==> src/rtl/serial_adder_pkg.sv <==
// Shared types and helpers for the digit-serial adder.
package serial_adder_pkg;

  typedef enum logic [1:0] {
    IDLE = 2'd0,
    RUN  = 2'd1,
    DONE = 2'd2
  } state_t;

  function automatic int calc_steps(input int width, input int digit);
    return width / digit;
  endfunction

endpackage

==> src/rtl/ripple_slice.sv <==
// Combinational DIGIT-bit adder slice used once per serial step.
module ripple_slice #(
  parameter int DIGIT = 1
) (
  input  logic [DIGIT-1:0] x,
  input  logic [DIGIT-1:0] y,
  input  logic             cin,
  output logic [DIGIT-1:0] s,
  output logic             co
);

  logic [DIGIT:0] total;

  assign total = {1'b0, x} + {1'b0, y} + {{DIGIT{1'b0}}, cin};
  assign s     = total[DIGIT-1:0];
  assign co    = total[DIGIT];

endmodule

==> src/rtl/serial_adder.sv <==
// Digit-serial unsigned adder: adds DIGIT bits per cycle, LSB slice first,
// and pulses done for one cycle when {cout,sum} holds a+b+cin.
module serial_adder
  import serial_adder_pkg::*;
#(
  parameter int WIDTH = 8,
  parameter int DIGIT = 1
) (
  input  logic             clk,
  input  logic             rst_n,
  input  logic             start,
  input  logic [WIDTH-1:0] a,
  input  logic [WIDTH-1:0] b,
  input  logic             cin,
  output logic             busy,
  output logic             done,
  output logic [WIDTH-1:0] sum,
  output logic             cout
);

  localparam int STEPS = calc_steps(WIDTH, DIGIT);
  localparam int CNT_W = (STEPS > 1) ? $clog2(STEPS) : 1;
  localparam logic [CNT_W-1:0] LAST = CNT_W'(STEPS - 1);

  if (WIDTH < 1 || DIGIT < 1 || (WIDTH % DIGIT) != 0) begin : g_param_check
    $error("serial_adder: DIGIT must be >= 1 and divide WIDTH exactly");
  end

  state_t                 state, state_nxt;
  logic [WIDTH-1:0]       a_reg, b_reg, sum_reg;
  logic                   carry_reg, cout_reg;
  logic [CNT_W-1:0]       step_cnt;
  logic                   accept, last_step;
  logic [DIGIT-1:0]       slice_s;
  logic                   slice_co;
  logic [WIDTH+DIGIT-1:0] sum_cat;

  ripple_slice #(.DIGIT(DIGIT)) u_slice (
    .x  (a_reg[DIGIT-1:0]),
    .y  (b_reg[DIGIT-1:0]),
    .cin(carry_reg),
    .s  (slice_s),
    .co (slice_co)
  );

  assign last_step = (step_cnt == LAST);
  // New slice enters at the MSB end; after STEPS shifts the result is aligned.
  assign sum_cat   = {slice_s, sum_reg};

  always_comb begin
    state_nxt = state;
    accept    = 1'b0;
    case (state)
      IDLE: begin
        if (start) begin
          accept    = 1'b1;
          state_nxt = RUN;
        end
      end
      RUN: begin
        if (last_step) state_nxt = DONE;
      end
      DONE: begin
        accept    = start;
        state_nxt = start ? RUN : IDLE;
      end
      default: state_nxt = IDLE;
    endcase
  end

  always_ff @(posedge clk or negedge rst_n) begin
    if (!rst_n) state <= IDLE;
    else        state <= state_nxt;
  end

  always_ff @(posedge clk or negedge rst_n) begin
    if (!rst_n) begin
      a_reg     <= '0;
      b_reg     <= '0;
      sum_reg   <= '0;
      carry_reg <= 1'b0;
      cout_reg  <= 1'b0;
      step_cnt  <= '0;
    end else if (accept) begin
      a_reg     <= a;
      b_reg     <= b;
      carry_reg <= cin;
      step_cnt  <= '0;
    end else if (state == RUN) begin
      a_reg     <= a_reg >> DIGIT;
      b_reg     <= b_reg >> DIGIT;
      carry_reg <= slice_co;
      sum_reg   <= sum_cat[WIDTH+DIGIT-1:DIGIT];
      step_cnt  <= step_cnt + CNT_W'(1);
      if (last_step) cout_reg <= slice_co;
    end
  end

  assign busy = (state == RUN);
  assign done = (state == DONE);
  assign sum  = sum_reg;
  assign cout = cout_reg;

endmodule
==> config.mk <==
export PLATFORM = sky130hd
export DESIGN_NAME = serial_adder
export DESIGN_NICKNAME = d
export VERILOG_FILES = /design/src/rtl/serial_adder_pkg.sv /design/src/rtl/ripple_slice.sv /design/src/rtl/serial_adder.sv
export SDC_FILE = /design/constraint.sdc
export NUM_CORES = 1
export LEC_CHECK = 0
export ABC_AREA = 1
export CORE_MARGIN = 4
export CORE_UTILIZATION = 30
export CTS_BUF_LIST = sky130_fd_sc_hd__clkbuf_4 sky130_fd_sc_hd__clkbuf_8
export CTS_CLUSTER_SIZE = 24
export DETAILED_ROUTE_END_ITERATION = 8
export GPL_TIMING_DRIVEN = 1
export PLACE_DENSITY_LB_ADDON = 0.05
export SLEW_MARGIN = 25
export SYNTH_ARGS = -nofsm -noshare
export SYNTH_HDL_FRONTEND = slang
export SYNTH_SLANG_ARGS = --single-unit
==> constraint.sdc <==
create_clock -name clk -period 2.5 [get_ports clk]
set_input_delay 0.375 -clock clk [delete_from_list [all_inputs] [get_ports clk]]
set_output_delay 0.375 -clock clk [all_outputs]
set_load 0.02 [all_outputs]
==> flow_metrics.py, run 1 <==
metrics = {
    "route": {
        "wire_per_inst_um": 10.76,
        "vias": 1236,
        "dr.first_iter.drc_count": 90,
        "viasPerCell": 4.218,
        "drc": 0,
        "wl_mm": 3.153,
        "antenna_left": 0,
        "first_pass_iters": 4,
    },
    "grt": {
        "grt_max_degree": 32,
        "antenna_found_initial": 0,
        "grt_use_met2": 0.1749,
        "grt_use_met1": 0.1700,
        "grtUsageTotal": 0.1190,
        "busiest_layer": "met2",
        "grt_use_met3": 0.03440,
        "grt_overflow_total": 0,
        "grt_first_pass_wirelength_mm": 5.837,
        "grt_pass1_vias": 1253,
    },
    "power": {
        "combPwrFrac": 0.422,
        "p_seq_frac": 0.366,
        "powerDensity_nw_per_um2": 1247,
        "power.internal_mw": 1.480,
        "power.switching_mw": 0.9671,
        "max-vdd-ir-drop_mv": 0.4054,
        "design_power_total_mw": 2.447,
        "p_leak_nw": 1.031,
        "swShare": 0.3952,
        "p_clk_frac": 0.212,
    },
    "synthesis": {
        "yosys.area_share.simple": 0.2985,
        "synth_area_sq_um": 1496,
        "syn_area_per_cell_sq_um": 7.714,
        "synth_top_family_by_area": "simple AND/OR/NAND/NOR gates",
        "synthTopCellsByArea": "dfrtp_1 52%, nand2_1 20%, inv_1 7.0%, nand3_1 7.0%, o21ai_0 2.7%",
        "synth.most_common_cell": "nand2_1",
        "ys_ff_latch": 31,
        "syn_inst": 194,
        "yosys.area.top_type": "dfrtp_1",
        "synthFlopType": "dfrtp_1",
        "synth_fa_ha_area_frac": 0.03010,
        "synthTopCellsByCount": "80 x nand2_1, 31 x dfrtp_1, 28 x inv_1, 21 x nand3_1, 8 x o21ai_0",
        "synth_top_area_share": 0.5184,
        "ys_async_sr_fraction": 1.000,
        "synth-compound-area-share": 0.03679,
        "synthDistinctLibCells": 17,
        "synth_edf_count": 0,
        "synth_nets": 217,
        "synthXorXnorAreaFrac": 0,
        "ys_warn_count": 0,
        "synth.area.mux_share": 0,
        "yosysSeqAreaShare": 0.5184,
    },
    "floorplan": {
        "initial_core_util": 0.3127,
        "coreArea_sq_um": 4786,
        "ios": 31,
        "fp.dieH_um": 78.63,
        "fp.dieW_um": 78.63,
        "die-area_sq_um": 6182,
        "row_count": 25,
    },
    "setup_path": {
        "worstSetupPathType": "reg2out",
        "arrival_ns": 1.85,
        "crit_chain": "inv_2 > nor2_2 > clkdlybuf4s50_1",
        "crit_path_top_delay_cell": "dfrtp_1",
        "end_kind": "primary output",
        "reg2reg_to": "a_reg[0]",
        "critPathLaunch": "state[0]",
        "r2r_slack_ns": 0.74,
        "critPathMaxStageDelay_ns": 0.64,
        "critical_path_required_ns": 2.12,
        "r2r-start": "state[1]",
        "reg2reg_depth": 6,
        "critPathMaxFanout": 13,
        "start_kind": "register",
    },
    "worst_hold_path": {
        "min_to": "b_reg[1]",
        "min_from": "b_reg[1]",
        "hold_depth": 2,
        "hold_path.class": "reg2reg",
    },
    "timing": {
        "worst_pin_slew_ns": 0.4792,
        "setup_slack_ns": 0.2752,
        "finalMaxSlewViolations": 0,
        "fmax_ghz": 0.4495,
        "setup_violations": 0,
        "clock_skew_ns": 0.01035,
        "final_hold_viol_count": 0,
        "rsz0062_at_grt": "no",
        "max-slew-margin-rel": 0.6805,
        "period_needed_ns": 2.225,
        "fin_crit_sh": 0.8899,
        "timing.setup.tns_ns": 0,
    },
    "clock_network": {
        "clock_sinks": 31,
        "cts-hold-fix-buffers": 0,
        "cts_tree": "done",
        "clk_path_buf_depth": 2,
        "htree_levels": 2,
        "clockRootBuffer": "clkbuf_8",
        "clk_pin_slew_ns": 0.06,
        "ctsResizeCount": 0,
        "post_cts_buffers": 0,
        "cts_buffers": 5,
        "insertion_delay_ns": 0.28,
    },
    "finish": {
        "seq_area_sq_um": 775.7,
        "drive_gt1_frac": 0.07080,
        "antenna_cells": 0,
        "multi_input_area_sq_um": 546.8,
        "finish.utilization": 0.4099,
        "layout.nets": 248,
        "n_fill_cell": 512,
        "area_delta_synth_final_pct": 31.10,
    },
    "placed_design": {
        "dp_hpwl_mm": 2.218,
        "dp_slack_ns": 0.5390,
        "place.port_buffers": 30,
        "finalWeightedCongestion": 0.8002,
    },
    "flow_run": {
        "maxCapViolations": 0,
    },
    "run_status": {
        "status": "finished, final reports clean",
    },
}
[kinds of logic (layout without fill, tap and decap cells)]
group | after synthesis | count (layout)
flops | 31 | 31
simple gates | 110 | 110
fa+ha+maj | 3 | 3
compound gates | 11 | 11
buf+inv | 39 | 71
[critical path, delay by kind of cell (launching register included)]
family                 cells  cell delay (ns)
and+or+nand+nor            1             0.14
DFF                        1             0.64
buffers and inverters      2             0.80
[power by group through the flow]
stage | clock (mW) | sequential, mW | combinational, mW
after floorplan | 0 | 0.933 | 0.694
after global placement | 0 | 0.903 | 1.04
after detailed placement | 0 | 0.903 | 1.06
after CTS | 0.529 | 0.900 | 1.06
after global routing | 0.560 | 0.933 | 1.22
final | 0.518 | 0.896 | 1.03
[cell usage in the layout, fill, tap and decap left out, drive strengths merged]
| cell | n |
|---|---|
| clkbuf | 6 |
| a21oi | 1 |
| inv | 30 |
| nand2 | 82 |
| dfrtp | 31 |
| buf | 3 |
| clkdlybuf4s50 | 30 |
| ha | 2 |
| clkinv | 1 |
| fa | 1 |
| nand3 | 21 |
| o21ai | 10 |
| bufinv | 1 |
| nor2 | 7 |
[stage by stage]
stage	cell area [sq um]	std cells	hold WS, ns
finish	1962	293	0.4751
global route	1962	293	0.5056
CTS	1962	293	0.4781
detailed placement	1844	285	0.4617
global placement	1844	285	0.4571
floorplan	1496	194	0.07941
[layout make-up]
| cell class | count | share of cell area |
|---|---|---|
| clock buffers | 6 | 0.04209 |
| clock inverters | 2 | 0.01786 |
| inverters | 30 | 0.05867 |
| multi-input cells | 124 | 0.2787 |
| flip-flops and latches | 31 | 0.3954 |
| well taps | 67 | 0.04273 |
| repair buffers | 33 | 0.1645 |
[metal layers]
layer | part of all wire | vias up
met2 | 0.43 | 34
met5 | 0 | -
met1 | 0.51 | 556
met3 | 0.056 | 4
met4 | 0.0060 | 0
li1 | - | 642
[how the worst max path moves through the flow]
stage	endpoint	cells after the start
2_1_floorplan	done	2
3_3_place_gp	busy	3
3_5_place_dp	busy	3
4_1_cts	busy	3
5_1_grt	busy	3
6_report	busy	3
No activity file was read; power rests on OpenSTA's default activity.
==> run 2: changes to the inputs <==
--- a/config.mk
+++ b/config.mk
@@ -12,7 +12,7 @@
 export CTS_CLUSTER_SIZE = 24
 export DETAILED_ROUTE_END_ITERATION = 8
 export GPL_TIMING_DRIVEN = 1
-export PLACE_DENSITY_LB_ADDON = 0.05
+export PLACE_DENSITY = 0.53
 export SLEW_MARGIN = 25
 export SYNTH_ARGS = -nofsm -noshare
 export SYNTH_HDL_FRONTEND = slang
==> flow_metrics.py, run 2 (synthesis results as in run 1) <==
metrics = {
    "finish": {
        "final_cell_mix": "80 x nand2_1, 31 x dfrtp_1, 30 x clkdlybuf4s50_1",
        "n_fill_cell": 499,
        "drive_gt1_frac": 0.07080,
        "area_delta_synth_final_pct": 31.10,
        "layout.nets": 248,
        "antenna_cells": 0,
        "layout_commonest_cell": "nand2_1",
    },
    "power": {
        "max-vdd-ir-drop_mv": 0.5278,
        "p_leak_nw": 1.031,
        "design_power_total_mw": 2.419,
        "powerDensity_nw_per_um2": 1233,
    },
    "timing": {
        "period_needed_ns": 2.182,
        "fin_crit_sh": 0.8728,
        "worst_pin_slew_ns": 0.4314,
        "rsz0062_at_grt": "no",
        "timing.setup.tns_ns": 0,
        "max-slew-margin-rel": 0.7124,
        "fmax_ghz": 0.4583,
        "setup_violations": 0,
        "final_hold_viol_count": 0,
        "clock_skew_ns": 0.003189,
        "finalMaxSlewViolations": 0,
    },
    "clock_network": {
        "clockRootBuffer": "clkbuf_8",
        "htree_levels": 2,
        "insertion_delay_ns": 0.28,
        "cts-hold-fix-buffers": 0,
        "clk_path_buf_depth": 2,
        "cts_buffers": 5,
        "clk_pin_slew_ns": 0.07,
        "cts_tree": "done",
        "post_cts_buffers": 0,
        "clock_sinks": 31,
        "ctsResizeCount": 0,
    },
    "grt": {
        "antenna_found_initial": 0,
        "grt_max_degree": 32,
        "grt_pass1_vias": 1186,
        "grt_first_pass_wirelength_mm": 5.313,
        "grt_overflow_total": 0,
        "grtUsageTotal": 0.1105,
    },
    "route": {
        "vias": 1225,
        "dr.first_iter.drc_count": 55,
        "first_pass_iters": 4,
        "wire_per_inst_um": 10.23,
        "antenna_left": 0,
        "wl_mm": 2.998,
        "viasPerCell": 4.181,
        "drc": 0,
    },
    "setup_path": {
        "critPathMaxStageDelay_ns": 0.62,
        "crit_path_top_delay_cell": "clkdlybuf4s50_1",
        "r2r-start": "state[1]",
        "arrival_ns": 1.81,
        "worstSetupPathType": "reg2out",
        "reg2reg_depth": 6,
        "r2r_slack_ns": 0.79,
        "critPathMaxFanout": 13,
        "end_kind": "primary output",
        "critical_path_required_ns": 2.12,
        "crit_chain": "inv_2 > nor2_2 > clkdlybuf4s50_1",
        "reg2reg_to": "b_reg[3]",
        "start_kind": "register",
    },
    "floorplan": {
        "fp.dieW_um": 78.63,
        "ios": 31,
        "coreArea_sq_um": 4786,
        "initial_core_util": 0.3127,
        "row_count": 25,
        "fp.dieH_um": 78.63,
        "die-area_sq_um": 6182,
    },
    "run_status": {
        "status": "finished, final reports clean",
    },
    "flow_run": {
        "maxCapViolations": 0,
    },
    "worst_hold_path": {
        "hold_path.class": "in2async",
    },
    "placed_design": {
        "finalWeightedCongestion": 0.7566,
        "dp_hpwl_mm": 2.108,
        "place.port_buffers": 30,
    },
}
==> run 2: cell counts in the layout (fill, tap and decap cells not counted) <==
No cell type changed its count.
==> run 2: final cells by class <==
type	instances	area, sq um	area share
clock buffers	6	82.58	0.04209
repair buffers	33	322.8	0.1645
inverters	30	115.1	0.05867
multi-input cells	124	546.8	0.2787
well taps	67	83.83	0.04273
clock inverters	2	35.03	0.01786
flip-flops and latches	31	775.7	0.3954
==> run 2: routing by layer <==
layer,vias up,GRT usage,share of wire
met2,29,0.1638,0.43
met1,546,0.1455,0.49
met5,-,0,0
met3,7,0.04128,0.068
met4,0,0.04196,0.014
li1,643,-,-
==> run 2: worst max path at each step <==
stage | from | endpoint | slack [ns] | depth (start not counted)
2_1_floorplan | state[0] | done | 1.26 | 2
3_3_place_gp | state[0] | busy | 0.60 | 3
3_5_place_dp | state[0] | busy | 0.59 | 3
4_1_cts | state[0] | busy | 0.29 | 3
5_1_grt | state[0] | busy | 0.15 | 3
6_report | state[0] | busy | 0.32 | 3
==> run 2: critical path, delay by kind of cell, from the launching register on <==
kind                   cells  cell delay (ns)
buffers and inverters      2             0.79
flip-flops                 1             0.61
AND/OR/NAND/NOR            1             0.13
==> run 2: metrics by stage <==
stage               hold WS [ns]  cells  utilization  worst slack [ns]  instance area (sq um)
detailed placement        0.4600    285       0.3854            0.5868                   1844
global route              0.4839    293       0.4099            0.1528                   1962
finish                    0.4766    293       0.4099            0.3179                   1962
CTS                       0.4769    293       0.4099            0.2879                   1962
floorplan                0.07941    194            -             1.260                   1496
global placement          0.4577    285       0.3854            0.5966                   1844
==> run 2: report_power, final <==
| group | total, mW | internal [mW] | leakage, nW | switching, mW |
|---|---|---|---|---|
| Sequential | 0.887 | 0.738 | 0.385 | 0.149 |
| Clock | 0.512 | 0.322 | 0.0612 | 0.190 |
| Combinational | 1.02 | 0.419 | 0.584 | 0.601 |
| Total | 2.42 | 1.48 | 1.03 | 0.939 |
==> run 3: changes to the inputs <==
--- a/config.mk
+++ b/config.mk
@@ -6,13 +6,15 @@
 export NUM_CORES = 1
 export LEC_CHECK = 0
 export ABC_AREA = 1
-export CORE_MARGIN = 4
+export CORE_MARGIN = 5
 export CORE_UTILIZATION = 30
 export CTS_BUF_LIST = sky130_fd_sc_hd__clkbuf_4 sky130_fd_sc_hd__clkbuf_8
 export CTS_CLUSTER_SIZE = 24
 export DETAILED_ROUTE_END_ITERATION = 8
+export GPL_ROUTABILITY_DRIVEN = 0
 export GPL_TIMING_DRIVEN = 1
 export PLACE_DENSITY = 0.53
+export SKIP_CTS_REPAIR_TIMING = 1
 export SLEW_MARGIN = 25
 export SYNTH_ARGS = -nofsm -noshare
 export SYNTH_HDL_FRONTEND = slang
==> flow_metrics.py, run 3 (synthesis results as in run 1) <==
metrics = {
    "run_status": {
        "status": "finished, final reports clean",
    },
    "finish": {
        "final_cell_mix": "80 x nand2_1, 31 x dfrtp_1, 30 x clkdlybuf4s50_1",
        "n_fill_cell": 507,
        "area_delta_synth_final_pct": 31.10,
        "antenna_cells": 0,
        "layout.nets": 248,
        "post-route-cell-area_sq_um": 1962,
        "layout_commonest_cell": "nand2_1",
        "drive_gt1_frac": 0.07080,
        "seq_area_sq_um": 775.7,
        "multi_input_area_sq_um": 546.8,
    },
    "timing": {
        "period_needed_ns": 2.179,
        "setup_violations": 0,
        "rsz0062_at_grt": "no",
        "whs_ns": 0.4713,
        "fmax_ghz": 0.4589,
        "timing.setup.tns_ns": 0,
        "clock_skew_ns": 0.003949,
        "final_hold_viol_count": 0,
        "fin_crit_sh": 0.8717,
        "max-slew-margin-rel": 0.7154,
        "finalMaxSlewViolations": 0,
        "setup_slack_ns": 0.3208,
        "worst_pin_slew_ns": 0.4269,
    },
    "clock_network": {
        "clk_path_buf_depth": 2,
        "insertion_delay_ns": 0.27,
        "cts_tree": "done",
        "htree_levels": 2,
        "clockRootBuffer": "clkbuf_8",
        "clock_sinks": 31,
        "clk_pin_slew_ns": 0.06,
        "cts_buffers": 5,
    },
    "grt": {
        "grt_pass1_vias": 1208,
        "grtUsageTotal": 0.1102,
        "grt_max_degree": 32,
        "grt_overflow_total": 0,
        "grt_first_pass_wirelength_mm": 5.451,
        "antenna_found_initial": 0,
    },
    "route": {
        "vias": 1236,
        "wire_per_inst_um": 10.53,
        "viasPerCell": 4.218,
        "first_pass_iters": 4,
        "dr.first_iter.drc_count": 44,
        "drc": 0,
        "wl_mm": 3.085,
        "antenna_left": 0,
    },
    "setup_path": {
        "r2r_slack_ns": 0.82,
        "crit_path_top_delay_cell": "clkdlybuf4s50_1",
        "arrival_ns": 1.80,
        "critical_path_required_ns": 2.12,
        "crit_chain": "inv_2 > nor2_2 > clkdlybuf4s50_1",
        "worstSetupPathType": "reg2out",
        "start_kind": "register",
        "end_kind": "primary output",
        "critPathMaxFanout": 13,
        "critPathMaxStageDelay_ns": 0.62,
    },
    "floorplan": {
        "die-area_sq_um": 6500,
        "fp.dieW_um": 80.63,
        "row_count": 25,
        "coreArea_sq_um": 4786,
        "initial_core_util": 0.3127,
        "ios": 31,
        "fp.dieH_um": 80.63,
    },
    "power": {
        "max-vdd-ir-drop_mv": 0.5731,
        "p_leak_nw": 1.031,
        "powerDensity_nw_per_um2": 1234,
        "design_power_total_mw": 2.420,
    },
    "placed_design": {
        "dp_slack_ns": 0.5815,
        "postPlaceCellArea_sq_um": 1844,
        "place.port_buffers": 30,
        "dp_hpwl_mm": 2.152,
    },
    "worst_hold_path": {
        "hold_path.class": "reg2reg",
    },
    "flow_run": {
        "maxCapViolations": 0,
    },
}
==> run 3: cell counts in the layout (fill, tap and decap cells not counted) <==
No cell type changed its count.
==> run 3: power by group <==
group / total, mW / internal [mW] / switching (mW) / leakage, nW
logic: 1.02 / 0.420 / 0.602 / 0.584
registers: 0.891 / 0.738 / 0.153 / 0.385
clock network: 0.506 / 0.322 / 0.184 / 0.0612
==> run 3: worst paths after layout <==
check | startpoint | endpoint | cells past startpoint
max in group asynchronous | rst_n | b_reg[1] | 2
setup / recovery | state[0] | busy | 3
hold / removal | b_reg[4] | b_reg[4] | 2
min in group asynchronous | rst_n | sum[2] | 2
setup reg to reg | state[1] | a_reg[6] | 6
hold reg to reg | b_reg[4] | b_reg[4] | 2
==> run 3: cell type report <==
type | instances | area share
multi-input combinational | 124 | 0.2787
timing repair buffer | 33 | 0.1645
clock buffer | 6 | 0.04209
tap | 67 | 0.04273
sequential | 31 | 0.3954
inverter | 30 | 0.05867
clock inverter | 2 | 0.01786
==> run 3: routing by layer <==
metal / track usage / routed length [um] / share of wire / up-vias
met5: 0 / 0 / 0 / -
met4: 0.04054 / 37 / 0.012 / 0
met3: 0.03700 / 214 / 0.069 / 4
met2: 0.1755 / 1393 / 0.45 / 29
met1: 0.1380 / 1439 / 0.47 / 559
li1: - / - / - / 644
==> run 3: per-stage QoR <==
stage / util / instances
after floorplan: - / 194
after global placement: 0.3854 / 285
after global routing: 0.4099 / 293
after CTS: 0.4099 / 293
final: 0.4099 / 293
after detailed placement: 0.3854 / 285
==> run 3: critical path: cells and delay by family (launching register included) <==
kind | cells | cell delay, ns
buf+inv | 2 | 0.79
flops | 1 | 0.60
simple gates | 1 | 0.14
